File: src/rtl/mmio_uart_if.sv
// CPU p-bus slice seen by the UART peripheral: address, data and single-cycle strobes.
// The CPU drives the master side and the peripheral answers on the slave side.
interface mmio_uart_if;
    logic [31:0] paddr;
    logic [31:0] pread;
    logic [31:0] pwrite;
    logic        pread_req;
    logic        pwrite_req;
    logic [2:0]  psize;

    modport master (output paddr, pwrite, pread_req, pwrite_req, psize, input pread);
    modport slave  (input paddr, pwrite, pread_req, pwrite_req, psize, output pread);
endinterface

File: src/rtl/mmio_uart.sv
// Memory-mapped 8N1 UART: TX FIFO into a serializer, RX deserializer into an RX FIFO.
// Register reads are combinational; writes and read-pops commit at the rising edge.
module mmio_uart_fifo #(
    parameter int DEPTH = 4
) (
    input  logic       clock,
    input  logic       reset,
    input  logic       push_i,
    input  logic       pop_i,
    input  logic [7:0] din_i,
    output logic [7:0] head_o,
    output logic       empty_o,
    output logic       full_o
);
    localparam int AW = (DEPTH > 1) ? $clog2(DEPTH) : 1;
    localparam int CW = $clog2(DEPTH + 1);

    logic [7:0]    mem_q [DEPTH];
    logic [AW-1:0] wptr_q;
    logic [AW-1:0] rptr_q;
    logic [CW-1:0] count_q;
    logic          do_push_s;
    logic          do_pop_s;

    // Full/empty come from the pre-edge count, so a same-edge pop never rescues a push.
    assign empty_o   = (count_q == '0);
    assign full_o    = (count_q == CW'(DEPTH));
    assign do_push_s = push_i && !full_o;
    assign do_pop_s  = pop_i && !empty_o;
    assign head_o    = mem_q[rptr_q];

    always_ff @(posedge clock) begin
        if (reset) begin
            wptr_q  <= '0;
            rptr_q  <= '0;
            count_q <= '0;
        end else begin
            if (do_push_s) begin
                mem_q[wptr_q] <= din_i;
                wptr_q        <= wptr_q + AW'(1);
            end
            if (do_pop_s) begin
                rptr_q <= rptr_q + AW'(1);
            end
            case ({do_push_s, do_pop_s})
                2'b10:   count_q <= count_q + CW'(1);
                2'b01:   count_q <= count_q - CW'(1);
                default: count_q <= count_q;
            endcase
        end
    end
endmodule

module mmio_uart #(
    parameter logic [31:0] BASE         = 32'hC000_0000,
    parameter int          CLKS_PER_BIT = 4,
    parameter int          FIFO_DEPTH   = 4
) (
    input  logic         clock,
    input  logic         reset,
    mmio_uart_if.slave   bus,
    output logic         uart_tx,
    input  logic         uart_rx
);
    localparam int BCW = $clog2(CLKS_PER_BIT);
    localparam logic [BCW-1:0] BIT_LAST  = BCW'(CLKS_PER_BIT - 1);
    localparam logic [BCW-1:0] HALF_LAST = BCW'(CLKS_PER_BIT / 2 - 1);

    typedef enum logic [1:0] {TX_IDLE, TX_START, TX_DATA, TX_STOP} tx_state_e;
    typedef enum logic [2:0] {RX_IDLE, RX_START, RX_DATA, RX_STOP, RX_WAIT_HIGH} rx_state_e;

    logic            hit_s, wr_tx_s, rd_rx_s, wr_st_s;
    logic [1:0]      sel_s;
    logic [31:0]     status_s;
    logic            unused_bits_s;

    logic [7:0]      tx_head_s;
    logic            tx_empty_s, tx_full_s, tx_idle_s;
    tx_state_e       tx_state_q;
    logic [BCW-1:0]  tx_cnt_q;
    logic [2:0]      tx_idx_q;
    logic [7:0]      tx_shift_q;
    logic            tx_line_q;

    logic [1:0]      sync_q;
    logic            rx_s;
    rx_state_e       rx_state_q;
    logic [BCW-1:0]  rx_cnt_q;
    logic [2:0]      rx_idx_q;
    logic [7:0]      rx_shift_q;
    logic            rx_stop_ok_s, rx_stop_bad_s;
    logic [7:0]      rx_head_s;
    logic            rx_empty_s, rx_full_s;

    logic            tx_ovf_q, rx_ovf_q, frame_err_q;

    assign hit_s   = (bus.paddr[31:4] == BASE[31:4]);
    assign sel_s   = bus.paddr[3:2];
    assign wr_tx_s = hit_s && bus.pwrite_req && (sel_s == 2'd0);
    assign rd_rx_s = hit_s && bus.pread_req  && (sel_s == 2'd1);
    assign wr_st_s = hit_s && bus.pwrite_req && (sel_s == 2'd2);

    // Size strobe, byte lane bits and upper write data carry no meaning here.
    assign unused_bits_s = ^{bus.psize, bus.paddr[1:0], bus.pwrite[31:8]};

    assign tx_idle_s = tx_empty_s && (tx_state_q == TX_IDLE);
    assign status_s  = {26'd0, frame_err_q, tx_ovf_q, rx_ovf_q, ~rx_empty_s, tx_idle_s, tx_full_s};

    always_comb begin
        bus.pread = 32'd0;
        if (hit_s) begin
            case (sel_s)
                2'd1:    bus.pread = {rx_empty_s, 23'd0, (rx_empty_s ? 8'd0 : rx_head_s)};
                2'd2:    bus.pread = status_s;
                default: bus.pread = 32'd0;
            endcase
        end else begin
            bus.pread = 32'd0;
        end
    end

    mmio_uart_fifo #(.DEPTH(FIFO_DEPTH)) u_tx_fifo (
        .clock   (clock),
        .reset   (reset),
        .push_i  (wr_tx_s),
        .pop_i   (tx_state_q == TX_IDLE),
        .din_i   (bus.pwrite[7:0]),
        .head_o  (tx_head_s),
        .empty_o (tx_empty_s),
        .full_o  (tx_full_s)
    );

    mmio_uart_fifo #(.DEPTH(FIFO_DEPTH)) u_rx_fifo (
        .clock   (clock),
        .reset   (reset),
        .push_i  (rx_stop_ok_s),
        .pop_i   (rd_rx_s),
        .din_i   (rx_shift_q),
        .head_o  (rx_head_s),
        .empty_o (rx_empty_s),
        .full_o  (rx_full_s)
    );

    // Serializer: every state lasts CLKS_PER_BIT cycles; the line is driven from a flop.
    always_ff @(posedge clock) begin
        if (reset) begin
            tx_state_q <= TX_IDLE;
            tx_cnt_q   <= '0;
            tx_idx_q   <= 3'd0;
            tx_shift_q <= 8'd0;
            tx_line_q  <= 1'b1;
        end else begin
            case (tx_state_q)
                TX_IDLE: begin
                    if (!tx_empty_s) begin
                        tx_shift_q <= tx_head_s;
                        tx_line_q  <= 1'b0;
                        tx_cnt_q   <= BIT_LAST;
                        tx_state_q <= TX_START;
                    end
                end
                TX_START: begin
                    if (tx_cnt_q == '0) begin
                        tx_line_q  <= tx_shift_q[0];
                        tx_cnt_q   <= BIT_LAST;
                        tx_idx_q   <= 3'd0;
                        tx_state_q <= TX_DATA;
                    end else begin
                        tx_cnt_q <= tx_cnt_q - BCW'(1);
                    end
                end
                TX_DATA: begin
                    if (tx_cnt_q == '0) begin
                        tx_cnt_q <= BIT_LAST;
                        if (tx_idx_q == 3'd7) begin
                            tx_line_q  <= 1'b1;
                            tx_state_q <= TX_STOP;
                        end else begin
                            tx_line_q  <= tx_shift_q[1];
                            tx_shift_q <= {1'b1, tx_shift_q[7:1]};
                            tx_idx_q   <= tx_idx_q + 3'd1;
                        end
                    end else begin
                        tx_cnt_q <= tx_cnt_q - BCW'(1);
                    end
                end
                TX_STOP: begin
                    if (tx_cnt_q == '0) begin
                        tx_state_q <= TX_IDLE;
                    end else begin
                        tx_cnt_q <= tx_cnt_q - BCW'(1);
                    end
                end
                default: begin
                    tx_state_q <= TX_IDLE;
                    tx_line_q  <= 1'b1;
                end
            endcase
        end
    end

    assign uart_tx = tx_line_q;

    always_ff @(posedge clock) begin
        if (reset) begin
            sync_q <= 2'b11;
        end else begin
            sync_q <= {sync_q[0], uart_rx};
        end
    end

    assign rx_s          = sync_q[1];
    assign rx_stop_ok_s  = (rx_state_q == RX_STOP) && (rx_cnt_q == '0) && rx_s;
    assign rx_stop_bad_s = (rx_state_q == RX_STOP) && (rx_cnt_q == '0) && !rx_s;

    // Deserializer: start is re-checked half a bit in, later samples land mid-bit.
    always_ff @(posedge clock) begin
        if (reset) begin
            rx_state_q <= RX_IDLE;
            rx_cnt_q   <= '0;
            rx_idx_q   <= 3'd0;
            rx_shift_q <= 8'd0;
        end else begin
            case (rx_state_q)
                RX_IDLE: begin
                    if (!rx_s) begin
                        rx_cnt_q   <= HALF_LAST;
                        rx_state_q <= RX_START;
                    end
                end
                RX_START: begin
                    if (rx_cnt_q == '0) begin
                        if (rx_s) begin
                            rx_state_q <= RX_IDLE;
                        end else begin
                            rx_cnt_q   <= BIT_LAST;
                            rx_idx_q   <= 3'd0;
                            rx_state_q <= RX_DATA;
                        end
                    end else begin
                        rx_cnt_q <= rx_cnt_q - BCW'(1);
                    end
                end
                RX_DATA: begin
                    if (rx_cnt_q == '0) begin
                        rx_shift_q <= {rx_s, rx_shift_q[7:1]};
                        rx_cnt_q   <= BIT_LAST;
                        rx_idx_q   <= rx_idx_q + 3'd1;
                        if (rx_idx_q == 3'd7) begin
                            rx_state_q <= RX_STOP;
                        end
                    end else begin
                        rx_cnt_q <= rx_cnt_q - BCW'(1);
                    end
                end
                RX_STOP: begin
                    if (rx_cnt_q == '0) begin
                        rx_state_q <= rx_s ? RX_IDLE : RX_WAIT_HIGH;
                    end else begin
                        rx_cnt_q <= rx_cnt_q - BCW'(1);
                    end
                end
                RX_WAIT_HIGH: begin
                    if (rx_s) begin
                        rx_state_q <= RX_IDLE;
                    end
                end
                default: rx_state_q <= RX_IDLE;
            endcase
        end
    end

    // Sticky flags: a set event on the same edge beats a write-one-to-clear.
    always_ff @(posedge clock) begin
        if (reset) begin
            tx_ovf_q    <= 1'b0;
            rx_ovf_q    <= 1'b0;
            frame_err_q <= 1'b0;
        end else begin
            tx_ovf_q    <= (wr_tx_s && tx_full_s) || (tx_ovf_q && !(wr_st_s && bus.pwrite[4]));
            rx_ovf_q    <= (rx_stop_ok_s && rx_full_s) || (rx_ovf_q && !(wr_st_s && bus.pwrite[3]));
            frame_err_q <= rx_stop_bad_s || (frame_err_q && !(wr_st_s && bus.pwrite[5]));
        end
    end
endmodule

File: src/flat_wrapper.sv
// flat-port wrapper written by rule: the top's interface ports become plain ports
module mmio_uart_flat 
#(
    parameter logic [31:0] BASE         = 32'hC000_0000,
    parameter int          CLKS_PER_BIT = 4,
    parameter int          FIFO_DEPTH   = 4
)
  (clock, reset, uart_tx, uart_rx, bus_paddr, bus_pwrite, bus_pread_req, bus_pwrite_req, bus_psize, bus_pread);
  mmio_uart_if bus_i ();
  input  logic clock;
  input  logic reset;
  output logic uart_tx;
  input  logic uart_rx;
  input wire logic [$bits(bus_i.paddr)-1:0] bus_paddr;
  input wire logic [$bits(bus_i.pwrite)-1:0] bus_pwrite;
  input wire logic [$bits(bus_i.pread_req)-1:0] bus_pread_req;
  input wire logic [$bits(bus_i.pwrite_req)-1:0] bus_pwrite_req;
  input wire logic [$bits(bus_i.psize)-1:0] bus_psize;
  output wire logic [$bits(bus_i.pread)-1:0] bus_pread;
  assign bus_i.paddr = bus_paddr;
  assign bus_i.pwrite = bus_pwrite;
  assign bus_i.pread_req = bus_pread_req;
  assign bus_i.pwrite_req = bus_pwrite_req;
  assign bus_i.psize = bus_psize;
  assign bus_pread = bus_i.pread;
  mmio_uart #(.BASE(BASE), .CLKS_PER_BIT(CLKS_PER_BIT), .FIFO_DEPTH(FIFO_DEPTH)) u_core (.clock(clock), .reset(reset), .bus(bus_i), .uart_tx(uart_tx), .uart_rx(uart_rx));
endmodule
File: config.mk
export PLATFORM = sky130hd
export DESIGN_NAME = mmio_uart_flat
export DESIGN_NICKNAME = d
export VERILOG_FILES = /design/src/rtl/mmio_uart_if.sv /design/src/rtl/mmio_uart.sv /design/src/flat_wrapper.sv
export SDC_FILE = /design/constraint.sdc
export NUM_CORES = 1
export LEC_CHECK = 0
export ABC_AREA = 1
export BUFFER_PORTS_ARGS = -buffer_cell sky130_fd_sc_hd__buf_2
export CORE_MARGIN = 3
export CORE_UTILIZATION = 45
export CTS_BUF_LIST = sky130_fd_sc_hd__clkbuf_4
export DETAILED_ROUTE_END_ITERATION = 7
export GPL_TIMING_DRIVEN = 0
export HOLD_SLACK_MARGIN = 0.02
export PLACE_DENSITY = 0.7
export SYNTH_ARGS = -nofsm -noshare
export SYNTH_HDL_FRONTEND = slang
export SYNTH_SLANG_ARGS = --single-unit
File: constraint.sdc
create_clock -name clock -period 2.3 [get_ports clock]
set_clock_uncertainty 0.2 [all_clocks]
set_input_delay 0.46 -clock clock [delete_from_list [all_inputs] [get_ports clock]]
set_output_delay 0.46 -clock clock [all_outputs]
set_load 0.05 [all_outputs]
==> Word level (Yosys, flattened, before mapping) <==
Memory sizes are Yosys's and may differ from the RTL's. A register that Yosys moved wholly into a read port is not among the register bits.
Cells that the tools add are included.
{ "totals": {"regBits": 51, "latch_bits": 0, "ram_bits": 64, "romBits": 0, "input_bits": 72, "output_inout_bits": 33, "word_cells": 181, "n_memories": 2} }
{ "classes": {"add_sub_neg": 12, "multipliers": 0, "div_mod_pow": 0, "magnitude_cmp": 0, "eq_ne": 34, "shifts": 0, "muxes": 57, "bitwise": 1, "reduce_logical": 56} }
{ "memory_table": {"columns": ["memory", "depth", "word_bits", "read_ports", "rd_clocked_by_memory_dff", "write_ports", "line", "text"], "rows": [
  ["u_core.u_rx_fifo.mem_q", 4, 8, 1, 1, 1, "mmio_uart.sv:18", "logic [7:0] mem_q [DEPTH];"],
  ["u_core.u_tx_fifo.mem_q", 4, 8, 1, 1, 1, "mmio_uart.sv:18", null]
]} }
{ "ops": {"columns": ["op", "n"], "rows": [
  ["32-bit case mux with 2 select lines", 1],
  ["3-bit two-way mux", 13],
  ["2-bit two-way mux", 18],
  ["32-bit two-way mux", 1],
  ["8-bit two-way mux", 4],
  ["28-bit equality test (second input constant)", 1],
  ["3-bit case mux with 2 select lines", 4],
  ["1-bit logical AND", 21],
  ["4-bit AND reduction", 5],
  ["2-bit by 1-bit inequality test with 1-bit output (second input constant)", 8],
  ["2-bit case mux with 4 select lines", 2],
  ["8-bit case mux with 2 select lines", 1],
  ["3-bit equality test (second input constant)", 5],
  ["3-bit case mux with 5 select lines", 1],
  ["2-bit inequality test (second input constant)", 7],
  ["3-bit by 1-bit adder with 3-bit output (second input constant)", 4],
  ["2-bit equality test (second input constant)", 5],
  ["1-bit two-way mux", 10],
  ["2-bit nonzero test", 5],
  ["3-bit zero test", 3],
  ["2-bit by 1-bit adder with 2-bit output (second input constant)", 4],
  ["2-bit by 1-bit equality test with 1-bit output (second input constant)", 4],
  ["1-bit zero test", 8],
  ["2-bit zero test", 4],
  ["15 further kinds", 21]
]} }

==> Longest topological paths before layout <==
Gate-level depths: netlist (run 1).
{ "logic_depth": {"depth_word": 7, "depth_mapped": 14, "mapped_depth_nobuf": 14} }

==> Cells and area by module <==
A second synthesis (run 1) with hierarchy kept.
{ "hier_totals": {"hier_cells": 609, "area_unflattened_um2": 5630.4} }
{ "modules_own_cells": {"columns": ["mod", "instances", "cells_each", "area_per_inst_um2", "seq_area_each_um2"], "rows": [
  ["mmio_uart_fifo", 2, 151, 1707.9, 1141.1],
  ["mmio_uart", 1, 307, 2214.6, 740.7]
]} }

==> Worst setup path before layout (run 1) <==
Ideal clock, no wire load.
{ "synth_path": {"kind": "in2out", "start": "in bus_paddr[3]", "end": "out bus_pread[6]", "arrival_time_ns": 2.299, "required_ns": 1.640, "setup_slack_ns": -0.659, "path_stages": 6, "path_buffers": 0, "cell_sequence": "inv_1 -> ha_1 -> inv_1 -> nor2_1 -> nand2_1 -> a211oi_1"} }
{ "synth_between": {"elab_chain_cells": 3, "elab_cells_between_ends": 4, "cone_classes": "eq/ne (2); mux (2)"} }
{ "synth_lines": {"columns": ["item", "line", "text"], "rows": [
  ["from (decl)", "flat_wrapper.sv:14", "input wire logic [$bits(bus_i.paddr)-1:0] bus_paddr;"],
  ["2-bit equality test / 2-bit by 1-bit equality test with 1-bit output (equally long branches)", "mmio_uart.sv:112", "case (sel_s)"],
  ["32-bit case mux with 2 select lines *", "mmio_uart.sv:112", null],
  ["32-bit two-way mux *", "mmio_uart.sv:111", "if (hit_s) begin"],
  ["to (decl)", "flat_wrapper.sv:19", "output wire logic [$bits(bus_i.pread)-1:0] bus_pread;"]
]} }
Mark *: on every way between the ends. The rest lies on a longest branch, timed or not.

==> impl_metrics.csv, run 1 <==
group,metric,value,unit
clock_tree,cts_buffer_depth,2,
pwr,power-per-cell-area,904,nW/um^2
worst_setup_path,r2r-end,"u_core.u_rx_fifo.count_q[2]",
floorplan,die_y,116,um
final_layout,n_fill_cell,966,
logic_synthesis,netlist_instances,559,
global_route,grt_pass1_wl,19700,um
status,outcome,"finished with violations",
worst_setup_path,critPathRequiredTime,1640,ps
worst_setup_path,critPathCaptureType,"output pin",
logic_synthesis,yosysSeqAreaShare,55.8,%
final_layout,nets,781,
worst_setup_path,reg2reg_depth,13,
timing,slew_violations,0,
route,drt_iter0_markers,278,
clock_tree,cts_buffers,17,
route,drt-vias-per-instance,5.11,
global_route,grt_max_degree,17,
pwr,finalPower,6.21,mW
placement,hpwl,8400,um
route,wl_per_cell,14.7,um
global_route,grtUsageTotal,19.1,%
timing,relSlewSlack,48.6,%
clock_tree,root_buffer,"clkbuf_4",
timing,setup_ws,-251,ps
route,totalWireLength,12400,um
route,vias,4293,
floorplan,io_pins,105,
logic_synthesis,synth_flop_cell,"edfxtp_1",
final_layout,layout_commonest_cell,"nor2_1",
placement,dp_slack,-517,ps
timing,tns,-1280,ps
timing,finalCriticalPeriod,2550,ps
clock_tree,cts_htree_levels,4,
clock_tree,cts_tree,"done",
status,violations,"negative setup slack",
final_layout,antenna_cells,0,
pwr,p_leak,2.82,nW
worst_setup_path,cp.arrival,1890,ps
floorplan,coreArea,11600,um^2
worst_setup_path,reg2reg_setup_slack,30,ps
floorplan,die_w,116,um
logic_synthesis,avgSynthCellArea,9.69,um^2
placement,placed_area,5960,um^2
timing,timing.final.crit_share,111,%
clock_tree,clkTransAtPathRegs,100,ps
final_layout,final_cell_mix,"nor2_1, edfxtp_1, nand2_1, o21ai_0, buf_2",
floorplan,initial_core_util,46.6,%
worst_setup_path,worstSetupPathType,"flip-flop to output pin",
timing,hold_viol,0,
final_layout,post-route-util,59.2,%
placement,placed_cells,776,
worst_setup_path,cp_max_fo,7,
timing,fmax,0.392,GHz
route,firstDrtPassIters,4,
logic_synthesis,synth_edf_count,64,
floorplan,die-area,13400,um^2
clock_tree,clk_latency,520,ps
min_path,holdCritStartpoint,"bus_pread_req",
timing,worst_hold_slack,65.9,ps
final_layout,final_area,6870,um^2
timing,worstMarginPinSlew,770,ps
min_path,whs_path_depth,3,
final_layout,areaGrowthSynthToFinish,26.9,%
global_route,antenna_found_initial,0,
pwr,ir_worst_vdd,828,uV
route,antenna_left,0,
logic_synthesis,async_flop_share,0,%
placement,gp_congestion,0.790,
final_layout,final_cells,840,
final_layout,drive_gt1_share,29.8,%
global_route,grt_overflow,0,
floorplan,rows,39,
min_path,hold_path_class,"input port to flip-flop",
worst_setup_path,cp-start-kind,"flip-flop",
logic_synthesis,yosys.cell_types.count,39,
worst_setup_path,r2r-start,"u_core.rx_cnt_q[0]",
timing,rsz0062_at_grt,"yes",
clock_tree,cts_sinks,119,
logic_synthesis,ys_warn_count,0,
placement,io_buffers,52,
route,route.detailed.drc,0,
global_route,grt_pass1_vias,4263,
flow_run,max_cap_viol_count,0,
timing,setup_viol,8,
logic_synthesis,synth_seq_cells,119,
logic_synthesis,netlist_area,5420,um^2
-- routing by layer --
| layer | track usage (%) | share of wire [%] | wire [um] | vias to the layer above |
|---|---|---|---|---|
| li1 | - | - | - | 2145 |
| met1 | 20.7 | 40 | 4960 | 2047 |
| met2 | 34.8 | 55 | 6740 | 77 |
| met3 | 5.48 | 3.1 | 378 | 24 |
| met4 | 7.97 | 2.4 | 294 | 0 |
| met5 | 0 | 0 | 0 | - |
-- power by group --
group | switching [mW] | leakage (nW) | internal (mW) | total, mW
clock | 0.749 | 0.188 | 0.994 | 1.74
combinational | 1.11 | 1.60 | 0.635 | 1.75
sequential | 0.202 | 1.04 | 2.52 | 2.72
-- final cells by class --
| cell class | instances | area (um^2) | share of cell area [%] |
|---|---|---|---|
| multi-input combinational | 371 | 2240 | 32.7 |
| inverter | 54 | 205 | 2.99 |
| timing repair buffer | 85 | 609 | 8.87 |
| sequential | 119 | 3040 | 44.3 |
| clock inverter | 12 | 184 | 2.68 |
| tap | 143 | 179 | 2.60 |
| buffer | 36 | 256 | 3.73 |
| clock buffer | 20 | 150 | 2.18 |
-- kinds of logic (layout without fill, tap and decap cells) --
group,Yosys count,after routing,share of synthesized area [%]
and+or+nand+nor,178,178,15.0
muxes,5,5,0.924
other,1,23,0.0692
adders and majority gates,25,25,6.05
AOI/OAI and AO/OA,140,140,14.0
buffers and inverters,91,207,8.15
DFF,119,119,55.8
-- state kept, by name, indices dropped and copies added, names as in the netlist, named ones only --
register                  cells
u_core.frame_err_q            1
u_core.rx_cnt_q               2
u_core.rx_idx_q               3
u_core.rx_ovf_q               1
u_core.rx_shift_q             8
u_core.rx_state_q             3
u_core.sync_q                 2
u_core.tx_cnt_q               2
u_core.tx_idx_q               3
u_core.tx_ovf_q               1
u_core.tx_shift_q             8
u_core.tx_state_q             2
u_core.u_rx_fifo.count_q      3
u_core.u_rx_fifo.mem_q       32
u_core.u_rx_fifo.rptr_q       2
u_core.u_rx_fifo.wptr_q       2
u_core.u_tx_fifo.count_q      3
u_core.u_tx_fifo.mem_q       32
u_core.u_tx_fifo.rptr_q       2
u_core.u_tx_fifo.wptr_q       2
u_core.uart_tx                1
-- critical path, stage by stage, from the launching register on --
cell and delay (ps):
dfxtp_4 420, buf_8 130, o21ai_1 70, o22ai_1 240, a22oi_1 130, nor2_2 200
buf_6 190
-- synth_stat cells (3+ instances only) --
cell,count,share of area [%]
clkbuf_1,4,0.28
inv_2,3,0.21
edfxtp_1,64,35
buf_4,23,3.2
a22oi_1,5,0.69
a21oi_1,48,4.4
dfxtp_1,55,20
inv_1,51,3.5
nand3_1,9,0.83
ha_1,23,5.3
o22ai_1,12,1.4
nor3_1,5,0.46
a211oi_1,4,0.55
nand2_2,3,0.35
mux2i_1,5,0.92
buf_2,8,0.74
a31oi_1,4,0.46
o21ai_0,61,5.6
nor2_1,78,5.4
nand4_1,9,1.0
nor3b_2,4,0.92
nand2_1,60,4.2
-- worst max path at each step --
| stage | from | endpoint | slack, ps | cells past startpoint |
|---|---|---|---|---|
| floorplan | bus_paddr[27] | bus_pread[0] | -160 | 7 |
| global placement | bus_paddr[3] | u_core.u_rx_fifo.count_q[2] | -420 | 14 |
| detailed placement | bus_paddr[3] | u_core.u_rx_fifo.count_q[2] | -520 | 14 |
| CTS | flip-flop | bus_pread[1] | -290 | 7 |
| global route | flip-flop | bus_pread[1] | -330 | 6 |
| finish | flip-flop | bus_pread[1] | -250 | 6 |
-- timing repair --
item / 4_1_cts / 5_1_grt
setup buffers: 18 / 5
setup endpoints to repair: 44 / 13
cloned: 1 / 0
pin swaps: 20 / 17
hold buffers: 9 / 0
endpoints found under the hold margin: 33 / 0
gates resized for setup: 75 / 32
No activity file was read; power rests on OpenSTA's default activity.
==> run 2: changes to the inputs <==
- PLACE_DENSITY: 0.7 -> 0.67
==> run 2 against run 1 <==
Sequential cell count is the same. Register-to-register slack got worse by 30 ps. Via count down 3.2%. Core utilization barely moved. Clock power grew 3%. First-iteration DRC count shrank 18%. The flow still finishes with violations (negative setup slack). Global-route usage shrank 0.78 points. Design area is essentially flat. Non-clock buffer count down 7. Sequential power hardly changed. Critical endpoint is now bus_pread[4]. Sequential share of layout area about the same.
==> impl_metrics.csv, run 2 (synthesis results as in run 1) <==
group,metric,value,unit
route,dr.max_layer_used,"met4",
pwr,finalPower,6.23,mW
timing,setup_ws,-260,ps
worst_setup_path,worstSetupPathType,"flip-flop to output pin",
final_layout,layout_commonest_cell,"nor2_1",
timing,timing.final.crit_share,111,%
worst_setup_path,cp.arrival,1900,ps
status,violations,"negative setup slack",
global_route,grtUsageTotal,18.3,%
final_layout,drive_gt1_share,29.4,%
timing,fmax,0.391,GHz
route,drt_iter0_markers,229,
floorplan,die_w,116,um
min_path,whs_path_depth,3,
timing,setup_viol,9,
floorplan,io_pins,105,
worst_setup_path,crit_path_max_incr_delay,340,ps
route,wl_per_cell,14.5,um
final_layout,final_cells,833,
timing,slew_violations,0,
pwr,ir_worst_vdd,646,uV
route,drt-vias-per-instance,4.99,
final_layout,nets,774,
timing,rsz0062_at_grt,"yes",
timing,finalCriticalPeriod,2560,ps
placement,placed_cells,776,
min_path,worstHoldEndpoint,"u_core.tx_ovf_q",
timing,hold_viol,0,
route,route.detailed.drc,0,
pwr,power-per-cell-area,907,nW/um^2
route,wl_met2,6550,um
worst_setup_path,crit_buf_inv,3,
floorplan,rows,39,
route,antenna_left,0,
floorplan,die_y,116,um
route,totalWireLength,12100,um
worst_setup_path,r2r-end,"u_core.u_rx_fifo.count_q[2]",
worst_setup_path,crit_path_frequent_cell,"buf_6",
worst_setup_path,cpLargestDelayFamily,"buffers and inverters",
timing,worstMarginPinSlew,780,ps
final_layout,areaGrowthSynthToFinish,26.8,%
clock_tree,cts_tree,"done",
final_layout,post-route-util,59.1,%
placement,hpwl,8230,um
final_layout,final_cell_mix,"nor2_1, edfxtp_1, nand2_1, o21ai_0, buf_2",
final_layout,final_area,6870,um^2
min_path,holdCritStartpoint,"bus_pwrite_req",
global_route,grt_pass1_wl,18900,um
min_path,hold_path_class,"input port to flip-flop",
timing,worst_hold_slack,76.0,ps
route,firstDrtPassIters,4,
worst_setup_path,crit_slowest_cell,"dfxtp_2",
global_route,grt_max_degree,17,
worst_setup_path,reg2reg_depth,12,
route,m1WireLength,4890,um
worst_setup_path,cp_max_fo,7,
clock_tree,clkTransAtPathRegs,110,ps
worst_setup_path,critPathRequiredTime,1640,ps
worst_setup_path,reg2reg_setup_slack,0,ps
floorplan,die-area,13400,um^2
clock_tree,cts_buffer_depth,2,
route,vias,4155,
pwr,p_leak,2.77,nW
floorplan,coreArea,11600,um^2
timing,relSlewSlack,48.0,%
clock_tree,cts_buffers,17,
worst_setup_path,path_cells,"buf_8, buf_6, mux2i_2, o22ai_1, a22oi_1, nor2_1, buf_6",
clock_tree,clk_latency,510,ps
worst_setup_path,cp-start-kind,"flip-flop",
route,wl_met3,443,um
clock_tree,cts_sinks,119,
clock_tree,root_buffer,"clkbuf_4",
placement,gp_congestion,0.808,
global_route,antenna_found_initial,0,
status,outcome,"finished with violations",
worst_setup_path,critPathCaptureType,"output pin",
worst_setup_path,r2r-start,"u_core.u_rx_fifo.count_q[0]",
global_route,grt_pass1_vias,3982,
floorplan,initial_core_util,46.6,%
global_route,grt_overflow,0,
flow_run,max_cap_viol_count,0,
final_layout,antenna_cells,0,
final_layout,top_regs,"u_core.u_rx_fifo.mem_q (32), u_core.u_tx_fifo.mem_q (32)",
placement,io_buffers,52,
clock_tree,cts_htree_levels,4,
placement,placed_area,5960,um^2
run 2: changes by cell type in the layout (fill, tap and decap cells not counted), sizes merged:
cell,before,now
inv,54,55
buf,107,99
clkinv,7,4
clkbuf,25,23
clkinvlp,0,5
run 2: worst max path at each step:
stage,end,slack (ps),depth (start not counted)
3_3_place_gp,u_core.u_rx_fifo.count_q[2],-430,14
5_1_grt,bus_pread[5],-390,7
6_report,bus_pread[4],-260,7
4_1_cts,bus_pread[3],-280,8
3_5_place_dp,u_core.u_rx_fifo.count_q[2],-550,14
2_1_floorplan,bus_pread[0],-160,7
run 2: tightest hold or removal path: cells and delay by family:
kind | cells | cell delay (ps)
and+or+nand+nor | 1 | 90
AOI/OAI and AO/OA | 1 | 60
buffers and inverters | 1 | 140
run 2: final cells by class:
type	instances	area [um^2]
clock inverter	15	228
multi-input combinational	371	2250
clock buffer	17	128
inverter	54	205
fill	1016	4750
buffer	37	275
sequential	119	3040
tap	143	179
timing repair buffer	77	559
run 2: metrics by stage:
step / setup slack, ps / TNS, ps
finish: -260 / -1470
detailed placement: -545 / -16620
global route: -387 / -2940
CTS: -279 / -1750
global placement: -427 / -14220
floorplan: -157 / -1190
run 2: routing by layer:
| layer | up-vias | global-route usage (%) |
|---|---|---|
| li1 | 2125 | - |
| met5 | - | 0 |
| met1 | 1931 | 21.8 |
| met2 | 78 | 31.9 |
| met4 | 0 | 6.81 |
| met3 | 21 | 4.91 |
run 2: report_power, final:
| part | switching, mW | internal, mW |
|---|---|---|
| combinational | 1.10 | 0.617 |
| clock | 0.828 | 0.976 |
| sequential | 0.191 | 2.52 |
run 2: repair_timing:
action / CTS / global route
cloned: 0 / 1
hold buffers: 9 / 0
setup endpoints to repair: 45 / 44
resized for setup: 59 / 49
hold endpoints to repair: 33 / 0
buffers inserted: 9 / 8
pin swaps: 13 / 20
==> run 3: changes to the inputs <==
- CAP_MARGIN: unset -> 15
- PLACE_DENSITY: 0.67 -> 0.77
==> run 3 against run 2 <==
The flow still finishes with violations (negative setup slack). Sequential power hardly changed. Global-route usage is 0.90 points higher. Design area is 2.2% lower. Total power is 5.0% lower. Via count is 3.7% higher. Cell count is 0.24% lower.
==> impl_metrics.csv, run 3 (synthesis results as in run 1) <==
group,metric,value,unit
clock_tree,cts_buffer_depth,2,
floorplan,die_y,116,um
route,vias,4307,
placement,hpwl,8510,um
worst_setup_path,path_cells,"buf_4, nor2_1, nor2_1, o21ai_1, o21ai_1, a21oi_2, nor3_2, buf_6",
final_layout,drive_gt1_share,28.8,%
global_route,grt_pass1_vias,4284,
placement,placed_area,5960,um^2
floorplan,rows,39,
min_path,holdCritStartpoint,"bus_pwrite_req",
worst_setup_path,r2r-start,"u_core.u_rx_fifo.count_q[1]",
floorplan,initial_core_util,46.6,%
route,wl_per_cell,15.0,um
worst_setup_path,reg2reg_depth,11,
worst_setup_path,reg2reg_setup_slack,20,ps
placement,dp_slack,-522,ps
route,drt-vias-per-instance,5.18,
route,route.detailed.drc,0,
placement,io_buffers,52,
final_layout,final_cell_mix,"nor2_1, edfxtp_1, nand2_1, o21ai_0",
timing,fmax,0.393,GHz
pwr,p_leak,2.72,nW
global_route,grtUsageTotal,19.2,%
timing,setup_ws,-245,ps
flow_run,max_cap_viol_count,0,
clock_tree,root_buffer,"clkbuf_4",
final_layout,layout_commonest_cell,"nor2_1",
route,antenna_left,0,
floorplan,io_pins,105,
pwr,finalPower,5.92,mW
worst_setup_path,crit_slowest_cell,"dfxtp_4",
worst_setup_path,r2r-end,"u_core.u_rx_fifo.count_q[1]",
worst_setup_path,cp.arrival,1880,ps
worst_setup_path,crit_path_max_incr_delay,400,ps
timing,hold_viol,0,
timing,relSlewSlack,45.4,%
route,firstDrtPassIters,5,
route,totalWireLength,12400,um
worst_setup_path,cp-start-kind,"flip-flop",
pwr,power-per-cell-area,881,nW/um^2
floorplan,die_w,116,um
clock_tree,cts_buffers,17,
timing,finalCriticalPeriod,2540,ps
final_layout,areaGrowthSynthToFinish,23.9,%
global_route,grt_max_degree,17,
min_path,whs_path_depth,3,
min_path,hold_path_class,"input port to flip-flop",
status,violations,"negative setup slack",
final_layout,antenna_cells,0,
final_layout,final_area,6720,um^2
timing,rsz0062_at_grt,"yes",
status,outcome,"finished with violations",
final_layout,nets,772,
worst_setup_path,crit_buf_inv,2,
route,drt_iter0_markers,251,
worst_setup_path,critPathRequiredTime,1640,ps
timing,setup_viol,8,
clock_tree,cts_sinks,119,
clock_tree,cts_htree_levels,4,
floorplan,die-area,13400,um^2
worst_setup_path,path_depth,8,
timing,worstMarginPinSlew,816,ps
worst_setup_path,cp_max_fo,4,
global_route,grt_overflow,0,
placement,gp_congestion,0.820,
clock_tree,cts_tree,"done",
timing,slew_violations,0,
clock_tree,clkTransAtPathRegs,100,ps
clock_tree,clk_latency,520,ps
worst_setup_path,worstSetupPathType,"flip-flop to output pin",
worst_setup_path,critPathCaptureType,"output pin",
global_route,antenna_found_initial,0,
min_path,worstHoldEndpoint,"u_core.tx_ovf_q",
timing,timing.final.crit_share,111,%
final_layout,top_regs,"u_core.u_rx_fifo.mem_q (32), u_core.u_tx_fifo.mem_q (32)",
global_route,grt_pass1_wl,19700,um
floorplan,coreArea,11600,um^2
pwr,ir_worst_vdd,696,uV
worst_setup_path,cpLargestDelayFamily,"flip-flops",
## run 3: report_power, final
part           leakage [nW]  switching [mW]  internal (mW)
clock network         0.156           0.724          0.753
logic                  1.53            1.11          0.613
registers              1.04           0.201           2.52
total                  2.72            2.04           3.88
## run 3: worst reg2reg max path, cell delays in order (launching register included)
cell and delay (ps):
dfxtp_4 370, nor3_4 290, nor2_4 100, buf_4 150
nand3_1 110, inv_1 60, ha_1 180, inv_2 80
fa_2 440, nor2_1 100, a21oi_1 50, nor2_1 80
## run 3: per-stage QoR
stage                     instances  hold slack (ps)  TNS [ps]  utilization, %
after CTS                       826             46.0     -1770            56.8
after detailed placement        776              205    -16140            51.4
after global placement          776              201    -12740            51.4
final                           831             80.8     -1220            57.8
after floorplan                 581              189     -1190               -
after global routing            831             31.9     -2870            57.8
## run 3: worst max path at each step
stage	startpoint	to
6_report	flip-flop	bus_pread[2]
3_3_place_gp	bus_paddr[3]	u_core.u_rx_fifo.count_q[2]
4_1_cts	flip-flop	bus_pread[0]
3_5_place_dp	bus_paddr[3]	u_core.u_rx_fifo.count_q[2]
2_1_floorplan	bus_paddr[27]	bus_pread[0]
5_1_grt	flip-flop	bus_pread[2]
## run 3: timing repair
action                                  in CTS  in global routing
resized for setup                           69                 31
endpoints found under the setup margin      44                 44
pin swaps                                   20                 17
endpoints found under the hold margin       33                  0
hold buffers                                 9                  0
setup buffers                                9                  6
## run 3: cell type report
cell class	instances	area (um^2)
plain buffers	36	256
clock buffers	19	143
clock inverters	13	138
fillers	954	4900
inverters	54	205
multi-input cells	371	2230
flip-flops and latches	119	3040
well taps	143	179
repair buffers	76	531
## run 3: layer usage
| metal | global-route usage (%) | vias to the layer above | share of wire (%) |
|---|---|---|---|
| met2 | 35.6 | 129 | 56 |
| met5 | 0 | - | 0 |
| li1 | - | 2130 | - |
| met1 | 20.6 | 2030 | 37 |
| met3 | 5.33 | 18 | 5.9 |
| met4 | 7.66 | 0 | 1.6 |
